--- config.mk ---
export PLATFORM = sky130hd
export DESIGN_NAME = shiftreg_piso_ctrl_flat
export DESIGN_NICKNAME = d
export VERILOG_FILES = /design/src/rtl/shiftreg_piso_ctrl_pkg.sv /design/src/rtl/shiftreg_piso_ctrl_if.sv /design/src/rtl/shiftreg_piso_ctrl_piso.sv /design/src/rtl/shiftreg_piso_ctrl.sv /design/src/flat_wrapper.sv
export SDC_FILE = /design/constraint.sdc
export NUM_CORES = 1
export LEC_CHECK = 0
export ABC_AREA = 1
export ABC_CLOCK_PERIOD_IN_PS = 1000
export CAP_MARGIN = 20
export CORE_MARGIN = 2
export CORE_UTILIZATION = 38
export DETAILED_ROUTE_END_ITERATION = 6
export PLACE_DENSITY = 0.68
export SETUP_SLACK_MARGIN = 0.1
export SYNTH_ARGS = -nofsm -noshare
export SYNTH_HDL_FRONTEND = slang
export SYNTH_HIERARCHICAL = 1
export SYNTH_SLANG_ARGS = --single-unit
--- constraint.sdc ---
create_clock -name clk -period 1 [get_ports clk]
set_input_delay 0.2 -clock clk [delete_from_list [all_inputs] [get_ports clk]]
set_output_delay 0.2 -clock clk [all_outputs]
set_load 0.01 [all_outputs]
--- src/rtl/shiftreg_piso_ctrl_pkg.sv ---
// Shared types and constants for the PISO shift-register controller.
// Imported by the controller, its datapath and its bus interface users.
package shiftreg_piso_ctrl_pkg;

  typedef enum logic {
    IDLE  = 1'b0,
    SHIFT = 1'b1
  } state_e;

  localparam logic IDLE_LVL = 1'b0;

  // Counter width for a count range of n, never below one bit.
  function automatic int cnt_w(input int n);
    return (n <= 2) ? 1 : $clog2(n);
  endfunction

endpackage

--- src/rtl/shiftreg_piso_ctrl_if.sv ---
// Word-source handshake plus serial-sink bundle of the PISO controller.
// The source drives master; the controller sits on slave.
interface shiftreg_piso_ctrl_if #(
  parameter int WIDTH = 8
);
  logic             in_valid;
  logic [WIDTH-1:0] in_data;
  logic             in_ready;
  logic             abort;
  logic             sout;
  logic             sout_en;
  logic             busy;
  logic             done;

  modport master (
    output in_valid, in_data, abort,
    input  in_ready, sout, sout_en, busy, done
  );

  modport slave (
    input  in_valid, in_data, abort,
    output in_ready, sout, sout_en, busy, done
  );
endinterface

--- src/rtl/shiftreg_piso_ctrl_piso.sv ---
// Parallel-load, right-shifting datapath register (zero fill).
// q0 always presents the bit currently at the serial end.
module shiftreg_piso #(
  parameter int WIDTH = 8
) (
  input  logic             clk,
  input  logic             rst,
  input  logic             load,
  input  logic             shift,
  input  logic [WIDTH-1:0] din,
  output logic             q0
);

  logic [WIDTH-1:0] shreg_q;
  logic [WIDTH-1:0] shreg_d;

  always_comb begin
    shreg_d = shreg_q;
    if (load)
      shreg_d = din;
    else if (shift)
      shreg_d = {1'b0, shreg_q[WIDTH-1:1]};
  end

  always_ff @(posedge clk or posedge rst) begin
    if (rst) shreg_q <= '0;
    else     shreg_q <= shreg_d;
  end

  assign q0 = shreg_q[0];

endmodule

--- src/rtl/shiftreg_piso_ctrl.sv ---
// Sequencer for a PISO shift register: accepts a word per handshake and
// streams it LSB-first, DIV cycles per bit, with done/abort control.
module shiftreg_piso_ctrl
  import shiftreg_piso_ctrl_pkg::*;
#(
  parameter int WIDTH = 8,
  parameter int DIV   = 1
) (
  input  logic                 clk,
  input  logic                 rst,
  shiftreg_piso_ctrl_if.slave  bus
);

  localparam int BW = cnt_w(WIDTH);
  localparam int DW = cnt_w(DIV);
  localparam logic [BW-1:0] BIT_LAST = BW'(WIDTH - 1);
  localparam logic [DW-1:0] DIV_LAST = DW'(DIV - 1);

  state_e        state_q, state_d;
  logic [BW-1:0] bit_cnt_q, bit_cnt_d;
  logic [DW-1:0] div_cnt_q, div_cnt_d;
  logic          done_q, done_d;

  logic accept;
  logic div_end;
  logic last_end;
  logic shift;
  logic q0;

  assign accept   = (state_q == IDLE) && bus.in_valid;
  assign div_end  = (div_cnt_q == DIV_LAST);
  assign last_end = div_end && (bit_cnt_q == BIT_LAST);
  assign shift    = (state_q == SHIFT) && div_end && !bus.abort;

  shiftreg_piso #(.WIDTH(WIDTH)) u_piso (
    .clk   (clk),
    .rst   (rst),
    .load  (accept),
    .shift (shift),
    .din   (bus.in_data),
    .q0    (q0)
  );

  always_ff @(posedge clk or posedge rst) begin
    if (rst) begin
      state_q   <= IDLE;
      bit_cnt_q <= '0;
      div_cnt_q <= '0;
      done_q    <= 1'b0;
    end else begin
      state_q   <= state_d;
      bit_cnt_q <= bit_cnt_d;
      div_cnt_q <= div_cnt_d;
      done_q    <= done_d;
    end
  end

  // Abort outranks the final bit-period edge, so it also suppresses done.
  always_comb begin
    state_d   = state_q;
    bit_cnt_d = bit_cnt_q;
    div_cnt_d = div_cnt_q;
    done_d    = 1'b0;
    unique case (1'b1)
      state_q == IDLE: begin
        if (accept) begin
          state_d   = SHIFT;
          bit_cnt_d = '0;
          div_cnt_d = '0;
        end
      end
      state_q == SHIFT: begin
        if (bus.abort) begin
          state_d   = IDLE;
          bit_cnt_d = '0;
          div_cnt_d = '0;
        end else if (last_end) begin
          state_d   = IDLE;
          bit_cnt_d = '0;
          div_cnt_d = '0;
          done_d    = 1'b1;
        end else if (div_end) begin
          bit_cnt_d = bit_cnt_q + 1'b1;
          div_cnt_d = '0;
        end else begin
          div_cnt_d = div_cnt_q + 1'b1;
        end
      end
      default: state_d = IDLE;
    endcase
  end

  always_comb begin
    bus.in_ready = (state_q == IDLE);
    bus.busy     = (state_q == SHIFT);
    bus.sout_en  = (state_q == SHIFT);
    bus.sout     = (state_q == SHIFT) ? q0 : IDLE_LVL;
    bus.done     = done_q;
  end

endmodule

--- src/flat_wrapper.sv ---
// flat-port wrapper written by rule: the top's interface ports become plain ports
module shiftreg_piso_ctrl_flat import shiftreg_piso_ctrl_pkg::*;
#(
  parameter int WIDTH = 8,
  parameter int DIV   = 1
)
  (clk, rst, bus_in_valid, bus_in_data, bus_abort, bus_in_ready, bus_sout, bus_sout_en, bus_busy, bus_done);
  shiftreg_piso_ctrl_if #(.WIDTH(WIDTH)) bus_i ();
  input  logic clk;
  input  logic rst;
  input wire logic [$bits(bus_i.in_valid)-1:0] bus_in_valid;
  input wire logic [$bits(bus_i.in_data)-1:0] bus_in_data;
  input wire logic [$bits(bus_i.abort)-1:0] bus_abort;
  output wire logic [$bits(bus_i.in_ready)-1:0] bus_in_ready;
  output wire logic [$bits(bus_i.sout)-1:0] bus_sout;
  output wire logic [$bits(bus_i.sout_en)-1:0] bus_sout_en;
  output wire logic [$bits(bus_i.busy)-1:0] bus_busy;
  output wire logic [$bits(bus_i.done)-1:0] bus_done;
  assign bus_i.in_valid = bus_in_valid;
  assign bus_i.in_data = bus_in_data;
  assign bus_i.abort = bus_abort;
  assign bus_in_ready = bus_i.in_ready;
  assign bus_sout = bus_i.sout;
  assign bus_sout_en = bus_i.sout_en;
  assign bus_busy = bus_i.busy;
  assign bus_done = bus_i.done;
  shiftreg_piso_ctrl #(.WIDTH(WIDTH), .DIV(DIV)) u_core (.clk(clk), .rst(rst), .bus(bus_i));
endmodule
== Yosys cells after proc, flatten, opt, wreduce, memory -nomap -nowiden ==
Index checks and enable logic that the tools add are counted.

* Add/sub/neg operators: 2
* Multiply operators: 0
* Divide/modulo/power cells: 0
* $lt $le $gt $ge: 0
* Equal/unequal tests: 3
* Shifts and indexed selects: 0
* Multiplexer cells: 20
* Bitwise logic cells: 2
* Reduce and logical (&&, ||, !) cells: 7

{| class="wikitable"
|+ Operators by type and width
! cell !! number
|-
| two-way mux 8 bit || 2
|-
| two-way mux 3 bit || 4
|-
| two-way mux 1 bit || 11
|-
| case mux 3 bit (2 select lines) || 1
|-
| logical AND 1 bit || 4
|-
| inequality test 4 bit, second input constant || 1
|-
| case mux 1 bit (2 select lines) || 2
|-
| adder 3 x 1 -> 3 bit, second input constant || 1
|-
| equality test 3 bit, second input constant || 1
|-
| inequality test 2 x 1 -> 1 bit, second input constant || 1
|-
| inverter 1 bit || 2
|-
| AND reduction 2 bit || 1
|-
| nonzero test 2 bit || 1
|-
| adder 1 bit, second input constant || 1
|-
| zero test 1 bit || 1
|}

* Register bits after elaboration: 14
* Bits in latches: 0
* RAM bits: 0
* Bits in read-only memories: 0
* Output and inout bits: 5
* Logic and storage cells: 39
* Memories kept: 0

== Longest topological paths before layout ==
Gate-level depths: netlist of the first run.

* Depth in word-level cells: 5
* Depth in mapped cells: 7
* Gate-level depth less buffers: 6

== By module ==
Netlist of the first run, hierarchy kept.

{| class="wikitable"
|+ Modules (own cells, without submodules)
! module !! times used !! cells each !! area each (um2) !! seq. area each (um2)
|-
| shiftreg_piso || 1 || 44 || 380.4 || 200.2
|-
| shiftreg_piso_ctrl || 1 || 31 || 254.0 || 125.1
|}

== Least setup slack after synthesis of the first run ==
Ideal clock, no wire load.

* Path kind: register -> register
* From: register u_core.state_q, in the netlist u_core/bus.busy
* To: register u_core.u_piso.shreg_q[0]
* Library setup time: 0.124 ns
* Data arrival time: 1.039 ns
* Required time: 0.876 ns
* Setup slack: -0.163 ns
* Cell stages (with the launch flop): 8
* Buffers on the path: 1
* Path through: dfrtp_1 inv_2 nand2_1 inv_1 buf_6 inv_2 nand3_1 nand3_1

* Cells in the longest elaborated chain, start to end: 3

{| class="wikitable"
|+ RTL lines
! what !! line !! RTL
|-
| from (decl) || shiftreg_piso_ctrl.sv:19 || <nowiki>state_e state_q, state_d;</nowiki>
|-
| from (signal assigned) || shiftreg_piso_ctrl.sv:51 || <nowiki>state_q <= state_d;</nowiki>
|-
| inverter 1 bit (*) || n/a ||
|-
| via bus_in_ready || flat_wrapper.sv:14 || <nowiki>output wire logic [$bits(bus_i.in_ready)-1:0] bus_in_ready;</nowiki>
|-
| logical AND 1 bit (*) || shiftreg_piso_ctrl.sv:30 || <nowiki>assign accept = (state_q == IDLE) && bus.in_valid;</nowiki>
|-
| via u_core.accept || shiftreg_piso_ctrl.sv:24 || <nowiki>logic accept;</nowiki>
|-
| two-way mux 8 bit or nonzero test 2 bit (tied branches) || n/a ||
|-
| to (signal assigned) || shiftreg_piso_ctrl_piso.sv:27 || <nowiki>else shreg_q <= shreg_d;</nowiki>
|-
| to (decl) || shiftreg_piso_ctrl_piso.sv:14 || <nowiki>logic [WIDTH-1:0] shreg_q;</nowiki>
|}

The timed path passes the listed nets; every way through them passes the cells marked *.
A chain may end at the register's enable or synchronous reset.

== Worst setup path in the final report of the first run ==
* From: register u_core.state_q, in the netlist u_core/bus.busy
* To: register u_core.u_piso.shreg_q[6]

* Cells in the longest elaborated chain, start to end: 3

{| class="wikitable"
|+ RTL lines
! what !! line !! RTL
|-
| logical AND 1 bit (2 in series) || shiftreg_piso_ctrl.sv:33 || <nowiki>assign shift = (state_q == SHIFT) && div_end && !bus.abort;</nowiki>
|-
| via u_core.shift || shiftreg_piso_ctrl.sv:27 || <nowiki>logic shift;</nowiki>
|-
| nonzero test 2 bit (no line) || n/a ||
|}

The timed path passes the listed nets, and every way through them passes these cells.

==> key figures, run 1 <==
Clocking
  • Number of buffers created by CTS: 3
  • Clock slew at reported path FFs: about 80 ps
  • CTS tree: done
  • CTS Hold Buffers Added: 0
  • # clock sinks: 13
  • Clock root cell: clkbuf_4
  • H-tree levels: 1
  • CTS Buffer Depth: 2
  • Clock latency on the worst-skew pair: approximately 270 ps

Worst setup path
  • Max FO, Critical Path: 8
  • Setup CP Type: flop to flop
  • Crit path depth: 8
  • Bufs and invs on worst path: 4
  • Reg2reg end: u_core/u_piso/shreg_q[6]
  • Reg2Reg Depth: 8
  • Critical Path AT: ~1400 ps
  • Crit. End Element: flop
  • Most frequent CP cell: buf_12
  • CP Cell Sequence: buf_12 -> clkinv_8 -> buf_8 -> nor2_4 -> buf_12 -> nor2_8 -> nand2_1 -> nand3_1
  • Crit-path max cell delay: approximately 400 ps
  • Top delay family on crit path: buffers and inverters
  • Reg2reg start: u_core/bus.busy
  • Worst EP required: 1160 ps
  • Worst R2R Setup Slack: -230 ps
  • Crit start category: flop
  • Highest-delay cell along the critical path: dfrtp_2

Yosys
  • Synthesized area: roughly 630 sq um
  • Post-synthesis register bit count: 13
  • Sequential area share after synthesis: 51.3%
  • YS warnings: 6
  • Gate Count Post-Synth: 75
  • Synth unique cells: 12
  • Post-Syn Area per Cell: between 8 and 9 sq um
  • Syn Nets: between 80 and 90

Min path
  • Hold/Removal Path Class: primary input to async pin

Drt
  • Vias per cell: between 4 and 5
  • DRT Wirelength: around 1300 um
  • Routed vias: 570
  • Routed Antenna Nets: 0
  • Avg WL per Cell: roughly 11 um
  • DRC: 0
  • DRT Pass-1 Iters: 4
  • Detailed Route Iter0 Violations: 8

STA
  • Setup ws final: -232 ps
  • Least-Margin Pin Slew: ~310 ps
  • Min cycle time layout: between 1000 and 1500 ps
  • Slew HR: approximately four fifths
  • Tcrit/Tclk final: 123%
  • Max Slew Vio Count: 0
  • Final number of hold-violating endpoints: 0
  • Clock skew after layout: ~0.69 ps
  • Unrepaired setup endpoints after global routing: true
  • Final Setup Violations: 15
  • Fmax: slightly above 800 MHz

Finish
  • Fin nets: 117
  • Fin area: ~1000 sq um
  • Layout cells sized above 1: between 40% and 50%
  • # diodes: 0
  • Syn-to-layout area delta: 59.4%

Global routing
  • Initial antenna violation count: 0
  • Gr ovfl total: 0
  • Global-route wire length before repair: 2170 um
  • Vias in the first global route: 532
  • Largest net degree at the start of global routing: 9
  • GRT Total Usage: 16.0%

Floorplanning
  • Die area: between 2000 and 2500 sq um
  • Initial core utilization: 41.2%
  • Rows: 14
  • CORE AREA: between 1500 and 2000 sq um
  • Die height: between 40 and 50 um
  • Die Width: 44.9 um
  • Io pins: 17

Placement
  • Detailed placement HPWL: 974 um
  • Placed Area: 885 sq um
  • GP Congestion: between 0.7 and 0.8
  • Post-Place Setup Slack: -284 ps
  • Port buffer count: 16

Status
  • Violated checks: negative setup slack
  • Status: complete, but fails checks

Pwr
  • Power Density: between 1500 and 2000 nW/um^2
  • VDD IR max: 835 uV
  • P_leak: between 0.5 and 0.6 nW

Flow run
  • Max-cap viol count: 0
-- timing repair --
item                       4_1_cts  5_1_grt
setup buffers                    3        0
setup endpoints to repair       18       18
pin swaps                        7        8
gates resized for setup         35       14
-- Yosys cell counts --
master	n	area [sq um]
inv_2	2	7.51
buf_4	2	15.0
nor2_4	1	11.3
nand2_1	28	105
ha_1	2	25.0
inv_1	6	22.5
nor2_8	1	20.0
nor2_1	3	11.3
dfrtp_1	13	325
nand3_1	15	75.1
o21ai_0	1	5.00
buf_6	1	11.3
-- worst max-delay path by stage --
stage,startpoint,end,slack (ps)
global route,u_core/bus.busy,u_core/u_piso/shreg_q[0],-290
finish,u_core/bus.busy,u_core/u_piso/shreg_q[6],-230
global placement,bus_in_valid,u_core/u_piso/shreg_q[6],-250
CTS,u_core/bus.busy,bus_sout,-240
floorplan,u_core/bus.busy,u_core/u_piso/shreg_q[0],-80
detailed placement,bus_in_valid,u_core/u_piso/shreg_q[0],-280
-- layer usage --
metal	vias to the layer above	global-route usage, %	routed length, um
met5	-	0	0
met4	0	12.4	19
met3	2	2.40	45
met2	11	27.2	720
met1	267	17.7	561
li1	290	-	-
-- cell usage in the layout (no fill, tap or decap) --
master,Yosys,layout
inv_4,0,1
buf_2,0,3
dfrtp_2,0,1
nor2_2,0,1
buf_4,2,6
ha_2,0,1
nand2_1,28,20
inv_1,6,4
nand3_1,15,12
nand3_2,0,3
buf_12,0,2
inv_8,0,1
o21ai_2,0,1
buf_8,0,1
ha_4,0,1
clkinv_8,0,1
nor2_8,1,1
clkbuf_1,0,1
clkbuf_4,0,3
clkdlybuf4s50_1,0,11
nand2_4,0,2
dfrtp_1,13,12
buf_6,1,3
nor2_4,1,2
inv_2,2,1
nor2_1,3,1
nand2_2,0,6
-- stage by stage --
stage / setup TNS, ps / instances / power (mW) / hold slack, ps / utilization (%)
finish: -2650 / 118 / 1.53 / 146 / 65.6
global route: -3450 / 118 / 1.63 / 154 / 65.6
CTS: -2610 / 118 / 1.50 / 144 / 62.6
detailed placement: -3490 / 112 / 1.10 / 446 / 57.4
global placement: -3160 / 112 / 1.09 / 448 / 57.4
floorplan: -615 / 75 / 0.909 / -21.5 / -
-- flip-flops by register name, indices dropped and copies added, names as in the netlist --
signal,count
u_core/bit_cnt_q,3
u_core/bus.busy,1
u_core/bus.done,1
u_core/u_piso/shreg_q,8
-- cell type report --
type                    count  area, sq um
multi-input cells          51          327
fillers                   135          531
repair buffers             26          259
well taps                  16         20.0
clock buffers               4         26.3
inverters                   8         52.6
flip-flops and latches     13          327
-- cells by family after synthesis --
group	count (synthesis)	synth area share, %
buffers and inverters	11	8.88
AND/OR/NAND/NOR	48	35.1
flip-flops	13	51.3
AO/OA/AOI/OAI	1	0.788
adder cells (fa/ha/maj)	2	3.94
-- report_power, final --
group          leakage (nW)  switching (mW)  internal (mW)  total, mW
Clock                0.0150           0.168          0.154      0.323
Combinational         0.328           0.248          0.277      0.525
Sequential            0.165          0.0611          0.623      0.684
Total                 0.509           0.477           1.05       1.53
Note: power is estimated with default switching activity, not from simulation.
==> run 2: changes to the inputs <==
--- a/config.mk
+++ b/config.mk
@@ -13,6 +13,7 @@
 export DETAILED_ROUTE_END_ITERATION = 6
 export PLACE_DENSITY = 0.68
 export SETUP_SLACK_MARGIN = 0.1
+export SKIP_CTS_REPAIR_TIMING = 1
 export SYNTH_ARGS = -nofsm -noshare
 export SYNTH_HDL_FRONTEND = slang
 export SYNTH_HIERARCHICAL = 1
==> run 2 against run 1 <==
Effect of this change: the flow still finishes with violations (negative setup slack); largest power group unchanged; utilization fell by 3.2 points; non-clock buffer count unchanged; first-iteration DRC count rose by 25%; largest cell class unchanged; final cell count stayed put.
==> key figures, run 2 (synthesized netlist as in run 1, its figures left out) <==
STA
  • Clock skew after layout: ~0.30 ps
  • Unrepaired setup endpoints after global routing: true
  • Least-Margin Pin Slew: about 310 ps
  • Final Setup Violations: 15
  • Min cycle time layout: about 1200 ps
  • Tcrit/Tclk final: 123%
  • Max Slew Vio Count: 0
  • Final number of hold-violating endpoints: 0
  • Fmax: around 810 MHz
  • Setup ws final: -230 ps
  • Slew HR: about four fifths

Worst setup path
  • Critical path launch point: u_core/bus.busy
  • Critical Path AT: between 1000 and 1500 ps
  • Reg2reg start: u_core/bus.busy
  • Crit path to: bus_sout
  • Worst R2R Setup Slack: -220 ps
  • Reg2Reg Depth: 8
  • Reg2reg end: u_core/u_piso/shreg_q[3]
  • Max FO, Critical Path: 3
  • Worst EP required: around 800 ps
  • Crit start category: flop
  • Crit. End Element: output port
  • Setup CP Type: flop to output port

Placement
  • Port buffer count: 16
  • Post-Place Setup Slack: -284 ps
  • GP Congestion: 0.794
  • Detailed placement HPWL: 974 um

Finish
  • Fillers: between 100 and 150
  • Layout cells sized above 1: ~34%
  • Number of flip-flops in the largest register: 8
  • Area of the multi-input gates: ~300 sq um
  • Commonest non-fill, non-tap cells in the layout: 24 x nand2_1, 13 x nand3_1, 12 x dfrtp_1
  • # diodes: 0
  • Fin nets: between 100 and 150
  • Most common cell after layout, fill and taps aside: nand2_1
  • Final Util: around 62%
  • Syn-to-layout area delta: 51.5%
  • Most flops, register: u_core/u_piso/shreg_q
  • Biggest registers after layout: u_core/u_piso/shreg_q x8, u_core/bit_cnt_q x3
  • Reg area: approximately 330 sq um

Clocking
  • Clock slew at reported path FFs: about 80 ps
  • H-tree levels: 1
  • Clock root cell: clkbuf_4
  • Number of buffers created by CTS: 3
  • CTS tree: done
  • CTS Buffer Depth: 2
  • Clock latency on the worst-skew pair: approximately 270 ps
  • # clock sinks: 13

Drt
  • DRT Pass-1 Iters: 4
  • Vias per cell: 4.76
  • Routed vias: 562
  • DRT Wirelength: ~1300 um
  • Avg WL per Cell: 11.3 um
  • Routed Antenna Nets: 0
  • Detailed Route Iter0 Violations: 10
  • DRC: 0

Floorplanning
  • Initial core utilization: 41.2%
  • Rows: 14
  • CORE AREA: 1540 sq um
  • Die area: 2010 sq um
  • Io pins: 17
  • Die height: 44.9 um
  • Die Width: between 40 and 50 um

Min path
  • Hold/Removal Path Class: primary input to async pin

Global routing
  • GRT Total Usage: between 10% and 20%
  • Global-route wire length before repair: around 2000 um
  • Largest net degree at the start of global routing: 9
  • Gr ovfl total: 0
  • Initial antenna violation count: 0
  • Vias in the first global route: around 500

Flow run
  • Max-cap viol count: 0

Pwr
  • P_leak: 0.503 nW
  • VDD IR max: between 800 and 900 uV
  • Power Density: roughly 1500 nW/um^2

Status
  • Violated checks: negative setup slack
  • Status: complete, but fails checks
-- run 2: final cells by class --
type,count,share of cell area (%)
Sequential cell,13,34.0
Multi-Input combinational cell,51,31.1
Inverter,8,3.91
Clock buffer,4,2.73
Timing Repair Buffer,26,26.2
Tap cell,16,2.08
-- run 2: critical path, cell delays in order, from the launching register on --
cell and delay (ps):
dfrtp_2 420, buf_4 150, nand2_1 50, inv_1 30, clkbuf_2 110
-- run 2: stage by stage --
step | TNS [ps] | hold WS (ps) | total power, mW | cell area [sq um] | instances
3_5_place_dp | -3490 | 446 | 1.10 | 885 | 112
2_1_floorplan | -615 | -21.5 | 0.909 | 658 | 75
6_report | -2520 | 146 | 1.46 | 961 | 118
5_1_grt | -3310 | 153 | 1.56 | 961 | 118
4_1_cts | -3870 | 144 | 1.43 | 911 | 116
3_3_place_gp | -3160 | 448 | 1.09 | 885 | 112
-- run 2: worst min-delay path by stage --
| stage | end | slack [ps] |
|---|---|---|
| global route | u_core/bit_cnt_q[1] | 150 |
| finish | u_core/bit_cnt_q[0] | 150 |
| CTS | u_core/bit_cnt_q[1] | 140 |
| detailed placement | u_core/bit_cnt_q[1] | 450 |
| global placement | u_core/bit_cnt_q[1] | 450 |
| floorplan | u_core/bit_cnt_q[0] | -20 |
-- run 2: power by group --
group | switching, mW | leakage (nW) | internal [mW]
Clock | 0.167 | 0.0150 | 0.154
Sequential | 0.0580 | 0.165 | 0.623
Combinational | 0.218 | 0.322 | 0.242
-- run 2: routing by layer --
layer / share of wire (%) / track usage (%)
met3: 3.2 / 2.40
met4: 1.4 / 12.4
met1: 42 / 18.0
met5: 0 / 0
met2: 53 / 22.6
